## src/rtl/alu_pkg.sv

```systemverilog
// Shared definitions for the Y86-64 execute-stage ALU: default width and
// the operation select codes driven by the execute stage.
package alu_pkg;

  localparam int ALU_WIDTH = 64;

  localparam logic [1:0] ALU_ADD = 2'b00;
  localparam logic [1:0] ALU_SUB = 2'b01;
  localparam logic [1:0] ALU_AND = 2'b10;
  localparam logic [1:0] ALU_XOR = 2'b11;

endpackage : alu_pkg

```

## src/rtl/alu_addsub.sv

```systemverilog
// Combinational shared adder/subtractor: computes a + b or a - b depending
// on sub_en and reports signed two's-complement overflow.
module alu_addsub
  import alu_pkg::*;
#(
  parameter int WIDTH = ALU_WIDTH
) (
  input  logic             sub_en,
  input  logic [WIDTH-1:0] a,
  input  logic [WIDTH-1:0] b,
  output logic [WIDTH-1:0] sum,
  output logic             overflow
);

  logic [WIDTH-1:0] b_eff;
  logic [WIDTH-1:0] cin_ext;

  // Subtraction is a + ~b + 1; the carry-in rides in as the LSB of a vector.
  assign b_eff   = b ^ {WIDTH{sub_en}};
  assign cin_ext = {{(WIDTH-1){1'b0}}, sub_en};
  assign sum     = a + b_eff + cin_ext;

  // Same-sign operands into the adder producing an opposite-sign sum.
  assign overflow = (a[WIDTH-1] == b_eff[WIDTH-1]) && (sum[WIDTH-1] != a[WIDTH-1]);

endmodule : alu_addsub

```

## src/rtl/alu_64.sv

```systemverilog
// Registered 64-bit ALU for the Y86-64 execute stage: add/sub/and/xor with
// a signed-overflow flag, one cycle of latency, synchronous reset.
module alu_64
  import alu_pkg::*;
#(
  parameter int WIDTH = ALU_WIDTH
) (
  input  logic             clk,
  input  logic             reset,
  input  logic [1:0]       control,
  input  logic [WIDTH-1:0] a,
  input  logic [WIDTH-1:0] b,
  output logic [WIDTH-1:0] ans,
  output logic             overflow
);

  logic [WIDTH-1:0] sum;
  logic             sum_ovf;
  logic [WIDTH-1:0] ans_d, ans_q;
  logic             overflow_d, overflow_q;

  alu_addsub #(
    .WIDTH(WIDTH)
  ) u_addsub (
    .sub_en  (control[0]),
    .a       (a),
    .b       (b),
    .sum     (sum),
    .overflow(sum_ovf)
  );

  always_comb begin
    ans_d      = '0;
    overflow_d = 1'b0;
    unique case (control)
      ALU_ADD,
      ALU_SUB: begin
        ans_d      = sum;
        overflow_d = sum_ovf;
      end
      ALU_AND: ans_d = a & b;
      ALU_XOR: ans_d = a ^ b;
      default: ans_d = '0;
    endcase
  end

  always_ff @(posedge clk) begin
    if (reset) begin
      ans_q      <= '0;
      overflow_q <= 1'b0;
    end else begin
      ans_q      <= ans_d;
      overflow_q <= overflow_d;
    end
  end

  assign ans      = ans_q;
  assign overflow = overflow_q;

endmodule : alu_64

```

## config.mk

```make
export PLATFORM = sky130hd
export DESIGN_NAME = alu_64
export DESIGN_NICKNAME = d
export VERILOG_FILES = /design/src/rtl/alu_pkg.sv /design/src/rtl/alu_addsub.sv /design/src/rtl/alu_64.sv
export SDC_FILE = /design/constraint.sdc
export NUM_CORES = 1
export LEC_CHECK = 0
export ABC_AREA = 1
export ABC_CLOCK_PERIOD_IN_PS = 4100
export BUFFER_PORTS_ARGS = -buffer_cell sky130_fd_sc_hd__buf_4
export CAP_MARGIN = 20
export CORE_AREA = 2 2 154 156
export DETAILED_ROUTE_END_ITERATION = 7
export DIE_AREA = 0 0 156 158
export PLACE_DENSITY = 0.66
export SLEW_MARGIN = 20
export SYNTH_ARGS = -nofsm -noshare
export SYNTH_HDL_FRONTEND = slang
export SYNTH_SLANG_ARGS = --single-unit
```

## constraint.sdc

```tcl
create_clock -name clk -period 4.1 [get_ports clk]
set_input_delay 0.82 -clock clk [delete_from_list [all_inputs] [get_ports clk]]
set_output_delay 0.82 -clock clk [all_outputs]
set_load 0.05 [all_outputs]
```

==> flow_summary.toml <==
[final_layout]
final_common_cell = "nand2_1"
final_area_um2 = 12300
stdcell_count = 2327
finalCoreUtilization = 0.534
final_cell_mix = "707 x nand2_1, 360 x inv_1, 210 x buf_4"
nFillCells = 2501
diodes = 0
drive_gt1_frac = 0.148
regArea_um2 = 1300
nets = 2292
area_growth_pct = 20.9
multiInputGateArea_um2 = 7340

[pwr]
total_power_w = 0.00370
ir_drop_mv = 0.192
p_leak_nw = 7.38
power_density_nw_per_um2 = 301

[die]
die_area_um2 = 24600
pin_count = 197
rows = 56
initial_core_util = 0.441
fp.dieW_um = 156
core_area_um2 = 23100
die_height_um = 158

[grt]
grt_start_max_net_pins = 61
grt-ovfl-total = 0
globalRouteTotalUtil = 0.302
antenna_found_initial = 0
grt_pass1_wl_um = 57300
grt_pass1_vias = 11100

[clocking]
cts_made_buffers = 9
cts_sinks = 65
ctsHtreeMaxLevel = 3
clockRootBuffer = "clkbuf_16"
cts_tree = "done"
cts.clk_slew.worst_paths_ns = 0.07
postCtsSetupBuffers = 0
clock_path_buffers = 2
hold_buffers = 0
post_cts_resized = 0

[synth]
ys_async_sr_fraction = 0
ys_ff_latch = 65
synth_edf_count = 0
syn_avg_cell_area_um2 = 5.50
yosysSeqAreaShare = 0.128
synth_area_leader_cell = "nand2_1"
synthCells = 1850
synth_area_leaders = "nand2_1 26%, ha_1 15%, inv_1 13%"
ys_warn_count = 0
synth.distinct_cells = 38
syn_nets = 2109
synthFlopType = "dfxtp_1"
synth_top_cell_area_share = 0.261
synth.cell_area_um2 = 10200

[placed_design]
gp_congestion = 1.02
dpl_cell_area_um2 = 12000
port_buffers = 196
hpwl_um = 31300
dp_cells = 2312

[sta]
setup_viol = 0
min_period_over_period = 0.810
rsz0062_at_grt = "false"
hold_viol = 0
fmax_ghz = 0.301
worstMarginPinSlew_ns = 0.755
relSlewSlack = 0.497
fin_crit_ns = 3.32
fin_tns_setup_ns = 0
drv_slew = 0

[critical_path]
crit_type = "input port to flop"
crit_arrival_ns = 3.58
critPathMaxFanout = 39
critPathRequiredTime_ns = 4.36
cp-startpoint = "control[0]"
cp-endpoint = "ans[63]"
critPathLaunchType = "input port"
endpoint_kind = "flop"

[min_path]
hold_class = "input port to flop"

[run_status]
status = "finished, final reports clean"

[route]
drt_iter0_drc = 664
vias_per_cell = 4.93
post_drt_wl_per_cell_um = 16.0
drtPass1Iterations = 5
vias = 11500
route.detailed.drc = 0
drtAntennaViolNets = 0
wl_um = 37300

[run]
max_cap_violations = 0
## synthesized netlist by cell type, drive strengths merged, types with 8 or more instances
cell type / number
a21oi: 91
a31oi: 24
buf: 18
clkbuf: 22
dfxtp: 65
ha: 126
inv: 365
nand2: 732
nand3: 152
nand3b: 8
nor2: 112
nor3: 15
o21ai: 18
or2: 16
xor2: 65
## report_power, final
| group | total [W] | switching, W | internal [W] |
|---|---|---|---|
| clock | 0.000877 | 0.000374 | 0.000503 |
| combinational | 0.00209 | 0.00141 | 0.000688 |
| sequential | 0.000728 | 0.0000219 | 0.000706 |
| total | 0.00370 | 0.00180 | 0.00190 |
## cell families (layout without fill, tap and decap cells)
logic type	count (synthesis)	count (layout)	share of synthesized area
AOI/OAI and AO/OA	139	139	0.0735
adders and majority gates	127	127	0.157
buffers and inverters	406	593	0.152
xor gates and xnor gates	66	66	0.0568
DFF	65	65	0.128
and+or+nand+nor	1047	1047	0.433
## flip-flops by register name, summed over array words and instances, names as in the netlist
signal    flops
overflow      1
ans          64
## worst max-delay path: stages
cell and delay (ns):
buf_4 0.24, buf_12 0.25, buf_4 0.30, xor2_1 0.11
ha_1 0.36, nand2_1 0.10, inv_2 0.07, nand3_2 0.10
nor4_1 0.50, nand2_1 0.19, nor2_1 0.17, nor2_2 0.06
nand2_2 0.08, nand2_1 0.05, nand3_1 0.06, nand2_1 0.05
## layout make-up
cell class / instances / share of cell area
timing repair buffer: 212 / 0.131
clock buffer: 11 / 0.0205
clock inverter: 4 / 0.00427
inverter: 366 / 0.112
tap: 290 / 0.0295
multi-input combinational: 1379 / 0.597
sequential: 65 / 0.106
## how the worst min path moves through the flow
stage	endpoint	depth (start not counted)	slack, ns	start
after floorplan	overflow	5	1.08	a[63]
after detailed placement	overflow	6	1.22	a[63]
after global routing	ans[3]	3	0.90	control[0]
final	overflow	6	0.85	a[63]
after global placement	overflow	6	1.21	a[63]
after CTS	overflow	6	0.85	a[63]
## metrics by stage
stage / hold WS, ns / worst slack, ns
2_1_floorplan: 1.08 / 1.03
3_3_place_gp: 1.21 / 0.406
3_5_place_dp: 1.22 / 0.368
4_1_cts: 0.846 / 0.734
5_1_grt: 0.900 / 0.513
6_report: 0.850 / 0.778
## routing by layer
layer,GRT usage,share of wire,vias to the layer above,wire (um)
li1,-,-,6025,-
met1,0.359,0.43,5077,16000
met2,0.555,0.49,293,18300
met3,0.0337,0.042,66,1570
met4,0.123,0.039,0,1460
met5,0,0,-,0
Power figures use the tool's default switching activity.
